File: config.mk
export PLATFORM = sky130hd
export DESIGN_NAME = me_pixel_feeder_flat
export DESIGN_NICKNAME = d
export VERILOG_FILES = /design/src/rtl/me_pixel_feeder_if.sv /design/src/rtl/me_pixel_feeder.sv /design/src/flat_wrapper.sv
export SDC_FILE = /design/constraint.sdc
export NUM_CORES = 1
export LEC_CHECK = 0
export ABC_AREA = 1
export CAP_MARGIN = 25
export CORE_UTILIZATION = 47
export DETAILED_ROUTE_END_ITERATION = 10
export PLACE_DENSITY_LB_ADDON = 0.08
export REMOVE_ABC_BUFFERS = 1
export SYNTH_ARGS = -nofsm -noshare
export SYNTH_HDL_FRONTEND = slang
export SYNTH_SLANG_ARGS = --single-unit
File: constraint.sdc
create_clock -name clk -period 2 [get_ports clk]
set_clock_uncertainty 0.05 [all_clocks]
set_input_delay 0.4 -clock clk [delete_from_list [all_inputs] [get_ports clk]]
set_output_delay 0.4 -clock clk [all_outputs]
set_load 0.01 [all_outputs]
File: src/rtl/me_pixel_feeder_if.sv
// Pixel feeder bus bundle: control handshake, template/search RAM read
// ports and the two pixel streams towards the PE array.
// The feeder itself uses the master view; the environment uses the slave view.
interface me_pixel_feeder_if #(
  parameter int TB_AW = 8,
  parameter int SW_AW = 10
);

  // Block-level control
  logic             start;
  logic             hold;
  logic             busy;
  logic             done;

  // Template RAM read port
  logic             tb_re;
  logic [TB_AW-1:0] tb_addr;
  logic [7:0]       tb_rdata;

  // Search RAM read port
  logic             sw_re;
  logic [SW_AW-1:0] sw_addr;
  logic [7:0]       sw_rdata;

  // Pixel streams towards the PE array
  logic             en_tb;
  logic [7:0]       pel_tb;
  logic             tb_last;
  logic             en_sw;
  logic [7:0]       pel_sw;
  logic             sw_last;

  modport master (
    input  start, hold, tb_rdata, sw_rdata,
    output busy, done,
    output tb_re, tb_addr, sw_re, sw_addr,
    output en_tb, pel_tb, tb_last, en_sw, pel_sw, sw_last
  );

  modport slave (
    output start, hold, tb_rdata, sw_rdata,
    input  busy, done,
    input  tb_re, tb_addr, sw_re, sw_addr,
    input  en_tb, pel_tb, tb_last, en_sw, pel_sw, sw_last
  );

endinterface

File: src/rtl/me_pixel_feeder.sv
// Source end of the PE array pixel interface for the full-search motion
// estimator. One start reads the NxN template block in raster order and
// streams it, then reads the (N+2R)x(N+2R) search window and streams it,
// one pixel per cycle with a fixed two-cycle read-to-output latency.
module me_pixel_feeder #(
  parameter int N     = 16,
  parameter int R     = 8,
  parameter int TB_AW = 8,
  parameter int SW_AW = 10
) (
  input  logic                  clk,
  input  logic                  rst_n,
  me_pixel_feeder_if.master     pix
);

  localparam int SW_W   = N + 2 * R;
  localparam int TB_CNT = N * N;
  localparam int SW_CNT = SW_W * SW_W;

  localparam logic [TB_AW-1:0] TB_END = TB_AW'(TB_CNT - 1);
  localparam logic [SW_AW-1:0] SW_END = SW_AW'(SW_CNT - 1);

  typedef enum logic [1:0] {
    ST_IDLE  = 2'd0,
    ST_TB    = 2'd1,
    ST_SW    = 2'd2,
    ST_DRAIN = 2'd3
  } state_t;

  state_t           state_q;
  logic [TB_AW-1:0] tbIdx_q;
  logic [SW_AW-1:0] swIdx_q;
  logic             busy_q;
  logic             done_q;

  // Read-issue strobes for the current cycle
  logic             tbRe_d;
  logic             swRe_d;
  logic             tbReLast_d;
  logic             swReLast_d;

  // Stage 1: a read was issued last cycle, so RAM data is valid now
  logic             rdTb_q;
  logic             rdSw_q;
  logic             rdTbLast_q;
  logic             rdSwLast_q;

  // Stage 2: registered pixel streams
  logic             enTb_q;
  logic [7:0]       pelTb_q;
  logic             tbLast_q;
  logic             enSw_q;
  logic [7:0]       pelSw_q;
  logic             swLast_q;

  // Reads are issued straight from the state so that hold stalls the RAM in the same cycle
  always_comb begin
    tbRe_d     = (state_q == ST_TB) && !pix.hold;
    swRe_d     = (state_q == ST_SW) && !pix.hold;
    tbReLast_d = tbRe_d && (tbIdx_q == TB_END);
    swReLast_d = swRe_d && (swIdx_q == SW_END);
  end

  // Block sequencer: walks template then search indices, then waits for the pipe to empty
  always_ff @(posedge clk or negedge rst_n) begin
    if (!rst_n) begin
      state_q <= ST_IDLE;
      tbIdx_q <= '0;
      swIdx_q <= '0;
      busy_q  <= 1'b0;
      done_q  <= 1'b0;
    end else begin
      case (state_q)
        ST_IDLE: begin
          if (pix.start) begin
            state_q <= ST_TB;
            busy_q  <= 1'b1;
            tbIdx_q <= '0;
            swIdx_q <= '0;
          end
        end
        ST_TB: begin
          if (tbRe_d) begin
            if (tbReLast_d) begin
              state_q <= ST_SW;
            end else begin
              tbIdx_q <= tbIdx_q + TB_AW'(1);
            end
          end
        end
        ST_SW: begin
          if (swRe_d) begin
            if (swReLast_d) begin
              state_q <= ST_DRAIN;
            end else begin
              swIdx_q <= swIdx_q + SW_AW'(1);
            end
          end
        end
        ST_DRAIN: begin
          if (done_q) begin
            state_q <= ST_IDLE;
            busy_q  <= 1'b0;
            done_q  <= 1'b0;
          end else if (!rdTb_q && !rdSw_q) begin
            done_q  <= 1'b1;
          end
        end
        default: begin
          state_q <= ST_IDLE;
          busy_q  <= 1'b0;
          done_q  <= 1'b0;
        end
      endcase
    end
  end

  // Track which reads are in flight so their data is captured one cycle later
  always_ff @(posedge clk or negedge rst_n) begin
    if (!rst_n) begin
      rdTb_q     <= 1'b0;
      rdSw_q     <= 1'b0;
      rdTbLast_q <= 1'b0;
      rdSwLast_q <= 1'b0;
    end else begin
      rdTb_q     <= tbRe_d;
      rdSw_q     <= swRe_d;
      rdTbLast_q <= tbReLast_d;
      rdSwLast_q <= swReLast_d;
    end
  end

  // Register RAM data onto the PE streams; pixels keep their last value while idle
  always_ff @(posedge clk or negedge rst_n) begin
    if (!rst_n) begin
      enTb_q   <= 1'b0;
      pelTb_q  <= '0;
      tbLast_q <= 1'b0;
      enSw_q   <= 1'b0;
      pelSw_q  <= '0;
      swLast_q <= 1'b0;
    end else begin
      enTb_q   <= rdTb_q;
      tbLast_q <= rdTbLast_q;
      enSw_q   <= rdSw_q;
      swLast_q <= rdSwLast_q;
      if (rdTb_q) begin
        pelTb_q <= pix.tb_rdata;
      end
      if (rdSw_q) begin
        pelSw_q <= pix.sw_rdata;
      end
    end
  end

  assign pix.busy    = busy_q;
  assign pix.done    = done_q;
  assign pix.tb_re   = tbRe_d;
  assign pix.tb_addr = tbIdx_q;
  assign pix.sw_re   = swRe_d;
  assign pix.sw_addr = swIdx_q;
  assign pix.en_tb   = enTb_q;
  assign pix.pel_tb  = pelTb_q;
  assign pix.tb_last = tbLast_q;
  assign pix.en_sw   = enSw_q;
  assign pix.pel_sw  = pelSw_q;
  assign pix.sw_last = swLast_q;

endmodule
File: src/flat_wrapper.sv
// flat-port wrapper written by rule: the top's interface ports become plain ports
module me_pixel_feeder_flat 
#(
  parameter int N     = 16,
  parameter int R     = 8,
  parameter int TB_AW = 8,
  parameter int SW_AW = 10
)
  (clk, rst_n, pix_start, pix_hold, pix_tb_rdata, pix_sw_rdata, pix_busy, pix_done, pix_tb_re, pix_tb_addr, pix_sw_re, pix_sw_addr, pix_en_tb, pix_pel_tb, pix_tb_last, pix_en_sw, pix_pel_sw, pix_sw_last);
  me_pixel_feeder_if #(.TB_AW(TB_AW), .SW_AW(SW_AW)) pix_i ();
  input  logic clk;
  input  logic rst_n;
  input wire logic [$bits(pix_i.start)-1:0] pix_start;
  input wire logic [$bits(pix_i.hold)-1:0] pix_hold;
  input wire logic [$bits(pix_i.tb_rdata)-1:0] pix_tb_rdata;
  input wire logic [$bits(pix_i.sw_rdata)-1:0] pix_sw_rdata;
  output wire logic [$bits(pix_i.busy)-1:0] pix_busy;
  output wire logic [$bits(pix_i.done)-1:0] pix_done;
  output wire logic [$bits(pix_i.tb_re)-1:0] pix_tb_re;
  output wire logic [$bits(pix_i.tb_addr)-1:0] pix_tb_addr;
  output wire logic [$bits(pix_i.sw_re)-1:0] pix_sw_re;
  output wire logic [$bits(pix_i.sw_addr)-1:0] pix_sw_addr;
  output wire logic [$bits(pix_i.en_tb)-1:0] pix_en_tb;
  output wire logic [$bits(pix_i.pel_tb)-1:0] pix_pel_tb;
  output wire logic [$bits(pix_i.tb_last)-1:0] pix_tb_last;
  output wire logic [$bits(pix_i.en_sw)-1:0] pix_en_sw;
  output wire logic [$bits(pix_i.pel_sw)-1:0] pix_pel_sw;
  output wire logic [$bits(pix_i.sw_last)-1:0] pix_sw_last;
  assign pix_i.start = pix_start;
  assign pix_i.hold = pix_hold;
  assign pix_i.tb_rdata = pix_tb_rdata;
  assign pix_i.sw_rdata = pix_sw_rdata;
  assign pix_busy = pix_i.busy;
  assign pix_done = pix_i.done;
  assign pix_tb_re = pix_i.tb_re;
  assign pix_tb_addr = pix_i.tb_addr;
  assign pix_sw_re = pix_i.sw_re;
  assign pix_sw_addr = pix_i.sw_addr;
  assign pix_en_tb = pix_i.en_tb;
  assign pix_pel_tb = pix_i.pel_tb;
  assign pix_tb_last = pix_i.tb_last;
  assign pix_en_sw = pix_i.en_sw;
  assign pix_pel_sw = pix_i.pel_sw;
  assign pix_sw_last = pix_i.sw_last;
  me_pixel_feeder #(.N(N), .R(R), .TB_AW(TB_AW), .SW_AW(SW_AW)) u_core (.clk(clk), .rst_n(rst_n), .pix(pix_i));
endmodule
# After elaboration in Yosys (flattened, before gate mapping)
# Cells that the tools add are included.
[op_classes]
n_reduce_logical = 16
n_addsub = 2
muxes = 20
n_eq_ne = 13
[op_table]
columns = ["op", "count"]
rows = [
  ["$mux W10", 3],
  ["$mux W8", 3],
  ["$pmux W10 S2", 1],
  ["$pmux W8 S2", 1],
  ["$mux W2", 6],
  ["$add A10 B1 Y10 const B", 1],
  ["$eq A10 B10 Y1 const B", 1],
  ["$ne A2 B1 Y1 const B", 5],
  ["$add A8 B1 Y8 const B", 1],
  ["$eq A8 B8 Y1 const B", 1],
  ["$pmux W2 S4", 1],
  ["$reduce_and A4 Y1", 2],
  ["$ne A2 B2 Y1 const B", 3],
  ["$reduce_and A6 Y1", 1],
  ["$reduce_bool A2 Y1", 3],
  ["$logic_and A1 B1 Y1", 5],
  ["$eq A2 B2 Y1 const B", 2],
  ["$mux W1", 4],
  ["$logic_not A1 Y1", 3],
  ["$reduce_and A3 Y1", 1],
  ["$eq A2 B1 Y1 const B", 1],
  ["$logic_not A2 Y1", 1],
  ["$pmux W1 S2", 1],
]
[totals]
input_bits = 20
regBits = 46
wordCells = 66

# Depth between registers and ports, before layout
# Gate-level depths: netlist of run 1.
[depth]
word_depth = 6
ltp_mapped = 10
ltp_nobuf = 10

# Least setup slack after synthesis of run 1
# OpenSTA, ideal clock, no wires.
[synth_path]
kind = "reg-to-reg"
startpoint = "register u_core.state_q[0]"
endpoint = "register u_core.swIdx_q[8], in the netlist u_core.pix.sw_addr[8]"
path_buffers = 2
required_ns = 1.830
stages_incl_launch_ff = 9
period_less_slack_ns = 1.618
setup_ns = 0.120
arrival_ns = 1.448
setup_slack_ns = 0.382
cell_sequence = "dfrtp_1 -> inv_1 -> ha_1 -> clkbuf_1 -> a21oi_1 -> nand2_4 -> buf_8 -> nand2_1 -> o21ai_2"
[synth_via]
elab_chain_cells = 5
elab_cells_between_ends = 10
classes_between = "eq/ne (4); mux (1); reduce/logical (5)"
[synth_rtl]
columns = ["item", "line", "source"]
rows = [
  ["start: declaration", "me_pixel_feeder.sv:30", "state_t state_q;"],
  ["start signal: assignment", "me_pixel_feeder.sv:67", "state_q <= ST_IDLE;"],
  ["start signal: assignment", "me_pixel_feeder.sv:76", "state_q <= ST_TB;"],
  ["start signal: assignment", "me_pixel_feeder.sv:85", "state_q <= ST_SW;"],
  ["$eq A2 B2 Y1", "me_pixel_feeder.sv:59, me_pixel_feeder.sv:73", ""],
  ["$logic_and A1 B1 Y1", "me_pixel_feeder.sv:59", "swRe_d = (state_q == ST_SW) && !pix.hold;"],
  ["$logic_and A1 B1 Y1", "me_pixel_feeder.sv:61", "swReLast_d = swRe_d && (swIdx_q == SW_END);"],
  ["$ne A2 B2 Y1 (no line)", "n/a", ""],
  ["$reduce_and A4 Y1 (no line)", "n/a", ""],
  ["end signal: assignment", "me_pixel_feeder.sv:96", "swIdx_q <= swIdx_q + SW_AW'(1);"],
  ["end: declaration", "me_pixel_feeder.sv:32", "logic [SW_AW-1:0] swIdx_q;"],
]
# Parallel ways exist; a longest one is shown, timed or not.
# A chain may end at the register's enable or synchronous reset.

# Worst setup path after layout of run 1
[layout_path]
startpoint = "register u_core.state_q[0]"
endpoint = "output pix_tb_re"
[layout_via]
elab_chain_cells = 2
[layout_rtl]
columns = ["item", "line", "source"]
rows = [
  ["$eq A2 B1 Y1", "me_pixel_feeder.sv:58", "tbRe_d = (state_q == ST_TB) && !pix.hold;"],
  ["$logic_and A1 B1 Y1", "me_pixel_feeder.sv:58", ""],
  ["end: declaration", "flat_wrapper.sv:19", "output wire logic [$bits(pix_i.tb_re)-1:0] pix_tb_re;"],
]
# Every way passes these cells.

==> summary.txt, run 1 <==
Yosys
  • Mapped Cells: 264
  • FFs w/ async S/R, synth: 100%
  • Avg Inst Size Synth: 8.37 µm²
  • Synthesized cell area: 2210 µm²
  • Post-synth top flop: dfrtp_1
  • Post-synth EDFFs: 0
  • Syn. warnings: 0
  • Flops & latches, synth: 46
  • Synth cell types: 28
  • Post-synthesis sequential area ratio: 52.1%

Setup path
  • CP Class: flop to output port
  • Crit path DAT: 1.43 ns
  • Crit path launch type: flop
  • Crit end category: output port
  • Path depth of the worst reg2reg path: 10
  • Worst EP required: 1.55 ns
  • CP max FO: 3

Drt
  • Wire per inst: 11.7 µm
  • DR iter-0 viols: 80
  • Antenna-violating nets left: 0
  • Routed WL: 4540 µm
  • Vias per cell: 4.96
  • DR pass1 iterations: 8
  • Via count: 1918
  • Drt drc: 12

Cells and area
  • Area of the multi-input gates: approximately 940 µm²
  • Fill cells: 404
  • Area growth syn-to-layout: 36.1%
  • Sequential Area: about 1200 µm²
  • Share of layout cells above drive strength 1: 10.4%
  • Nets: 361
  • Final Util: 67.7%
  • Antenna cells: 0

GRT
  • Global-route wire length before repair: 7870 µm
  • GRT overflow: 0
  • Initial antenna violation count: 0
  • Total track usage: 20.0%
  • Vias in the first global route: 1798
  • Largest net degree at the start of global routing: 25

Power
  • Pwr Total: 3530 µW
  • VDD IR max: 0.598 mV
  • Static leakage: 0.00147 µW
  • Sw Share: 37.4%
  • Sequential power share: 38.5%
  • Cell internal pwr: 2210 µW
  • Net Sw Power: approximately 1300 µW
  • Logic pwr share: 46.5%
  • Clk network pwr share: 15.1%
  • Power density cells: 1170 nW/µm²

Clocking
  • CTS tree: yes
  • Clk Latency, worst-skew pair: 0.29 ns
  • Root buffer cell: clkbuf_8
  • Worst-path clk slew: 0.08 ns
  • Total clock sinks: 46
  • TritonCTS Buffers: 5
  • Clk buf depth: 2
  • Htree depth: 2
  • Post-CTS Setup Inserts: 0

Floorplanning
  • Core area: about 4400 µm²
  • Die area: ~5000 µm²
  • I/O Pins: 62
  • Cell row count: 24
  • Die W: 70.6 µm
  • Initial Util: roughly 50%
  • Die Ht: 70.6 µm

Timing
  • Fmax: about 530 MHz
  • Relative slew slack: 64.8%
  • Setup violators final: 0
  • RSZ-0062 raised after global routing: no
  • Final period utilization: 94.1%
  • Setup TNS: 0 ns
  • Final hold viol count: 0
  • Worst-Margin Slew: 0.529 ns
  • Hold Worst Slack: 0.0248 ns
  • Max Slew Vio Count: 0
  • Fin crit period: 1.88 ns

Status
  • Status: complete, but fails checks
  • Failing checks: DRC

Min path
  • Worst hold path type: primary input to async pin

Placed design
  • Buffers on Ports: 61
  • Routability Congestion: around 0.81
  • DP HPWL: 3340 µm

Flow run
  • Max Cap Viol: 0
==> through the flow <==
| step | setup WS (ns) | area, µm² | instances |
|---|---|---|---|
| 3_3_place_gp | -0.0781 | 2930 | 380 |
| 2_1_floorplan | 0.244 | 2170 | 258 |
| 5_1_grt | 0.0392 | 3010 | 387 |
| 3_5_place_dp | -0.0778 | 2930 | 380 |
| 6_report | 0.118 | 3010 | 387 |
| 4_1_cts | 0.0975 | 3010 | 387 |
==> cells in the mapped netlist, types with 4 or more instances <==
cell,n,share of area (%)
nand2_1,107,18
or2_2,4,1.1
nor2_1,16,2.7
ha_1,6,3.4
xor2_1,5,2.0
inv_1,16,2.7
o21ai_2,4,1.6
nand4_1,6,1.7
o21ai_1,10,2.3
nand3_1,16,3.6
dfrtp_1,46,52
==> power by group through the flow <==
stage                     sequential (µW)  clock [µW]  combinational (µW)
after global routing                 1390         582                1830
final                                1360         531                1640
after global placement               1370           0                1640
after floorplan                      1470           0                 709
after detailed placement             1380           0                1660
after CTS                            1360         547                1660
==> metal layers <==
metal / global-route usage, % / routed length, µm / vias to the layer above
met3: 4.27 / 259 / 6
met4: 6.89 / 53 / 0
met5: 0 / 0 / -
met1: 26.0 / 2150 / 877
li1: - / - / 973
met2: 33.7 / 2070 / 62
==> area by class of cell <==
class | count | area share, %
inverter | 21 | 2.62
clock inverter | 2 | 0.333
tap | 52 | 2.16
clock buffer | 5 | 2.29
timing repair buffer | 70 | 23.1
multi-input combinational | 191 | 31.2
sequential | 46 | 38.3
==> critical path: stages, from the launching register on <==
cell	delay (ns)
dfrtp_1	0.38
buf_4	0.14
ha_1	0.21
inv_2	0.09
nor2_2	0.04
dlygate4sd2_1	0.28
==> worst paths after layout <==
check,start,end,slack (ns)
worst max-delay path,u_core.state_q[0]$_DFFE_PN0P_,pix_tb_re,0.12
max in group asynchronous,rst_n,u_core.pix.pel_sw[3]$_DFFE_PN0P_,1.36
worst max register to register,u_core.state_q[0]$_DFFE_PN0P_,u_core.pix.sw_addr[9]$_DFFE_PN0P_,0.27
min in group clk,u_core.rdSwLast_q$_DFF_PN0_,u_core.pix.sw_last$_DFF_PN0_,0.31
worst min-delay path,rst_n,u_core.pix.en_tb$_DFF_PN0_,0.02
worst min register to register,u_core.rdSwLast_q$_DFF_PN0_,u_core.pix.sw_last$_DFF_PN0_,0.31
==> kinds of logic after synthesis <==
group                      count (synthesis)  share of synthesized area [%]
and+or+nand+nor                          160                           31.3
DFF                                       46                           52.1
buffers and inverters                     27                           5.44
AOI/OAI and AO/OA                         20                           5.78
adders and majority gates                  6                           3.40
xor gates and xnor gates                   5                           1.98
==> cell usage in the layout, fill, tap and decap left out, drive strengths merged <==
| cell | n |
|---|---|
| a21o | 2 |
| a21oi | 1 |
| a22oi | 1 |
| buf | 10 |
| clkbuf | 5 |
| clkdlybuf4s50 | 58 |
| clkinv | 4 |
| dfrtp | 46 |
| dlygate4sd2 | 2 |
| ha | 6 |
| inv | 19 |
| nand2 | 110 |
| nand3 | 16 |
| nand3b | 3 |
| nand4 | 7 |
| nor2 | 19 |
| nor3 | 1 |
| o211a | 1 |
| o21ai | 15 |
| or2 | 4 |
| xor2 | 5 |
==> state kept, by name, summed over array words and instances (netlist names), 2 cells and up <==
signal	cells
u_core.pix.pel_sw	8
u_core.state_q	2
u_core.pix.pel_tb	8
u_core.pix.sw_addr	10
u_core.pix.tb_addr	8
==> what timing repair did <==
action,4_1_cts,5_1_grt
gates resized for setup,2,0
setup endpoints to repair,2,0
endpoints found under the hold margin,0,0
hold buffers,0,0
No activity file was read; power rests on OpenSTA's default activity.
==> inputs of run 2 (changes only) <==
CORE_UTILIZATION = 51   (was 47)
clock period = 2.3 ns   (was 2 ns; I/O delays follow)
==> run 2 against run 1 <==
  * The run now ends clean
  * Register-to-register slack improved by 0.28 ns
  * Clock power fell by 14%
  * Sequential power fell by 13%
  * Sequential share of layout area rose by 0.22 points
  * First-iteration DRC count did not move
  * Via count fell by 2.7%
  * Wire length fell by 2.8%
  * Setup slack improved by 0.0096 ns
  * Power fell by 15%
==> summary.txt, run 2 (synthesis gave the netlist of run 1 again) <==
Status
  • Status: finished, final reports clean

Floorplanning
  • Die Ht: 67.8 µm (-3.9%)
  • Initial Util: 54.1% (+4.4 points)
  • Cell row count: 23 (-4.2%)
  • I/O Pins: 62 (unchanged)
  • Die area: 4600 µm² (-7.6%)
  • Core area: 4090 µm² (-8.1%)
  • Die W: 67.8 µm (-3.9%)

GRT
  • Largest net degree at the start of global routing: 47 (+88%)
  • Met3 GRT Util: 4.17% (-0.11 points)
  • GRT overflow: 0 (unchanged)
  • Met1 usage: 26.3% (+0.27 points)
  • M2 GR Usage: 34.0% (+0.38 points)
  • Vias in the first global route: 1640 (-8.8%)
  • Initial antenna violation count: 0 (unchanged)
  • Global-route wire length before repair: 7040 µm (-11%)
  • Global route hottest layer: met2
  • Total track usage: 20.6% (+0.59 points)

Setup path
  • Worst EP required: 1.79 ns (+0.24 ns)
  • CP Class: flop to output port
  • Crit path launch type: flop
  • Crit path DAT: 1.66 ns (+0.23 ns)
  • Delay-heaviest family, CP: buffers and inverters
  • Crit path buf inv count: 3 (unchanged)
  • Crit-path slowest cell: clkdlybuf4s50_1
  • CP max FO: 3 (unchanged)
  • CP peak stage delay: 0.54 ns (+0.16 ns)
  • R2R setup slack: 0.55 ns (+0.28 ns)
  • Crit end category: output port
  • CP cell instances: inv_1 -> ha_1 -> inv_2 -> nor2_2 -> clkdlybuf4s50_1

Timing
  • Worst-Margin Slew: 0.325 ns (-0.204 ns)
  • Final hold viol count: 0 (unchanged)
  • Final period utilization: 94.4%
  • RSZ-0062 raised after global routing: no
  • Relative slew slack: 78.3% (+14 points)
  • Fin crit period: 2.17 ns
  • Max Slew Vio Count: 0 (unchanged)
  • Setup violators final: 0 (unchanged)
  • Fmax: about 460 MHz
  • Setup TNS: 0 ns (unchanged)

Clocking
  • Htree depth: 2 (unchanged)
  • CTS tree: yes
  • Clk Latency, worst-skew pair: 0.29 ns (about the same)
  • Worst-path clk slew: 0.08 ns (about the same)
  • TritonCTS Buffers: 5 (unchanged)
  • Clk buf depth: 2 (unchanged)
  • Root buffer cell: clkbuf_8
  • Total clock sinks: 46 (unchanged)

Cells and area
  • Layout Cell Area excl Fill: 2990 µm² (-0.58%)
  • Leading cell types in the layout, fill and taps excluded: nand2_1, clkdlybuf4s50_1, dfrtp_1
  • Antenna cells: 0 (unchanged)
  • Max FFs per register: 10 (unchanged)
  • Nets: 360 (-0.28%)
  • Area growth syn-to-layout: 35.3%
  • Final Util: 73.2% (+5.5 points)
  • Commonest non-fill, non-tap cell in the layout: nand2_1
  • Share of layout cells above drive strength 1: 10.2% (-0.27 points)
  • Finished Layout Cells: 384 (-0.78%)

Placed design
  • Buffers on Ports: 61 (unchanged)
  • DP Cell Count: 375 (-1.3%)
  • Placed Area: 2890 µm² (-1.3%)
  • DP HPWL: 3100 µm (-7.2%)
  • Routability Congestion: 0.797 (-2.2%)

Power
  • Static leakage: 0.00147 µW (about the same)
  • Pwr Total: 2990 µW (-15%)
  • Power density cells: 1000 nW/µm² (-15%)
  • VDD IR max: 0.557 mV (-6.8%)

Drt
  • Routed WL: 4410 µm (-2.8%)
  • Wire per inst: 11.5 µm (-2.1%)
  • Drt drc: 0 (-12)
  • Antenna-violating nets left: 0 (unchanged)
  • Vias per cell: 4.86 (-1.9%)
  • DR pass1 iterations: 4 (-4)
  • Via count: 1867 (-2.7%)
  • DR iter-0 viols: 80 (unchanged)

Min path
  • Worst hold path type: primary input to async pin

Flow run
  • Max Cap Viol: 0 (unchanged)
[run 2: cell types whose count changed in the layout (fill, tap and decap cells not counted), sizes merged]
cell / before / now
buf: 10 / 9
clkdlybuf4s50: 58 / 59
dlygate4sd2: 2 / 0
dlymetal6s2s: 0 / 1
[run 2: where the power goes]
group | internal (µW) | switching (µW)
Sequential | 1030 | 158
Clock | 204 | 251
Combinational | 636 | 711
[run 2: area by class of cell]
type | count | area (µm²)
Sequential cell | 46 | 1150
Fill cell | 335 | 1100
Multi-Input combinational cell | 191 | 938
Timing Repair Buffer | 69 | 681
Inverter | 21 | 78.8
Clock buffer | 5 | 68.8
Tap cell | 50 | 62.6
Clock inverter | 2 | 10.0
[run 2: repair_timing]
item,CTS,global route
endpoints found under the setup margin,0,2
hold buffers,0,0
hold endpoints to repair,0,0
buffers inserted,0,2
resized for setup,0,1
[run 2: path summary, 6_finish.rpt]
path                       depth (start not counted)                     startpoint                                end
min in group clk                                   0    u_core.rdSwLast_q$_DFF_PN0_       u_core.pix.sw_last$_DFF_PN0_
max reg2reg                                       10  u_core.state_q[0]$_DFFE_PN0P_  u_core.pix.sw_addr[9]$_DFFE_PN0P_
min reg2reg                                        0    u_core.rdSwLast_q$_DFF_PN0_       u_core.pix.sw_last$_DFF_PN0_
min                                                2                          rst_n   u_core.pix.pel_tb[4]$_DFFE_PN0P_
max in group asynchronous                          2                          rst_n      u_core.state_q[0]$_DFFE_PN0P_
max                                                5  u_core.state_q[1]$_DFFE_PN0P_                          pix_tb_re
[run 2: routing by layer]
layer,vias to the layer above,part of all wire [%]
met5,-,0
met4,0,1.6
met3,7,5.3
met2,45,46
met1,842,47
li1,973,-
[run 2: per-stage QoR]
stage	setup WS, ns	hold WS (ns)
finish	0.128	0.0721
global route	0.0341	0.0916
CTS	0.0341	0.0882
detailed placement	0.107	0.286
global placement	0.0848	0.281
floorplan	0.544	0.114
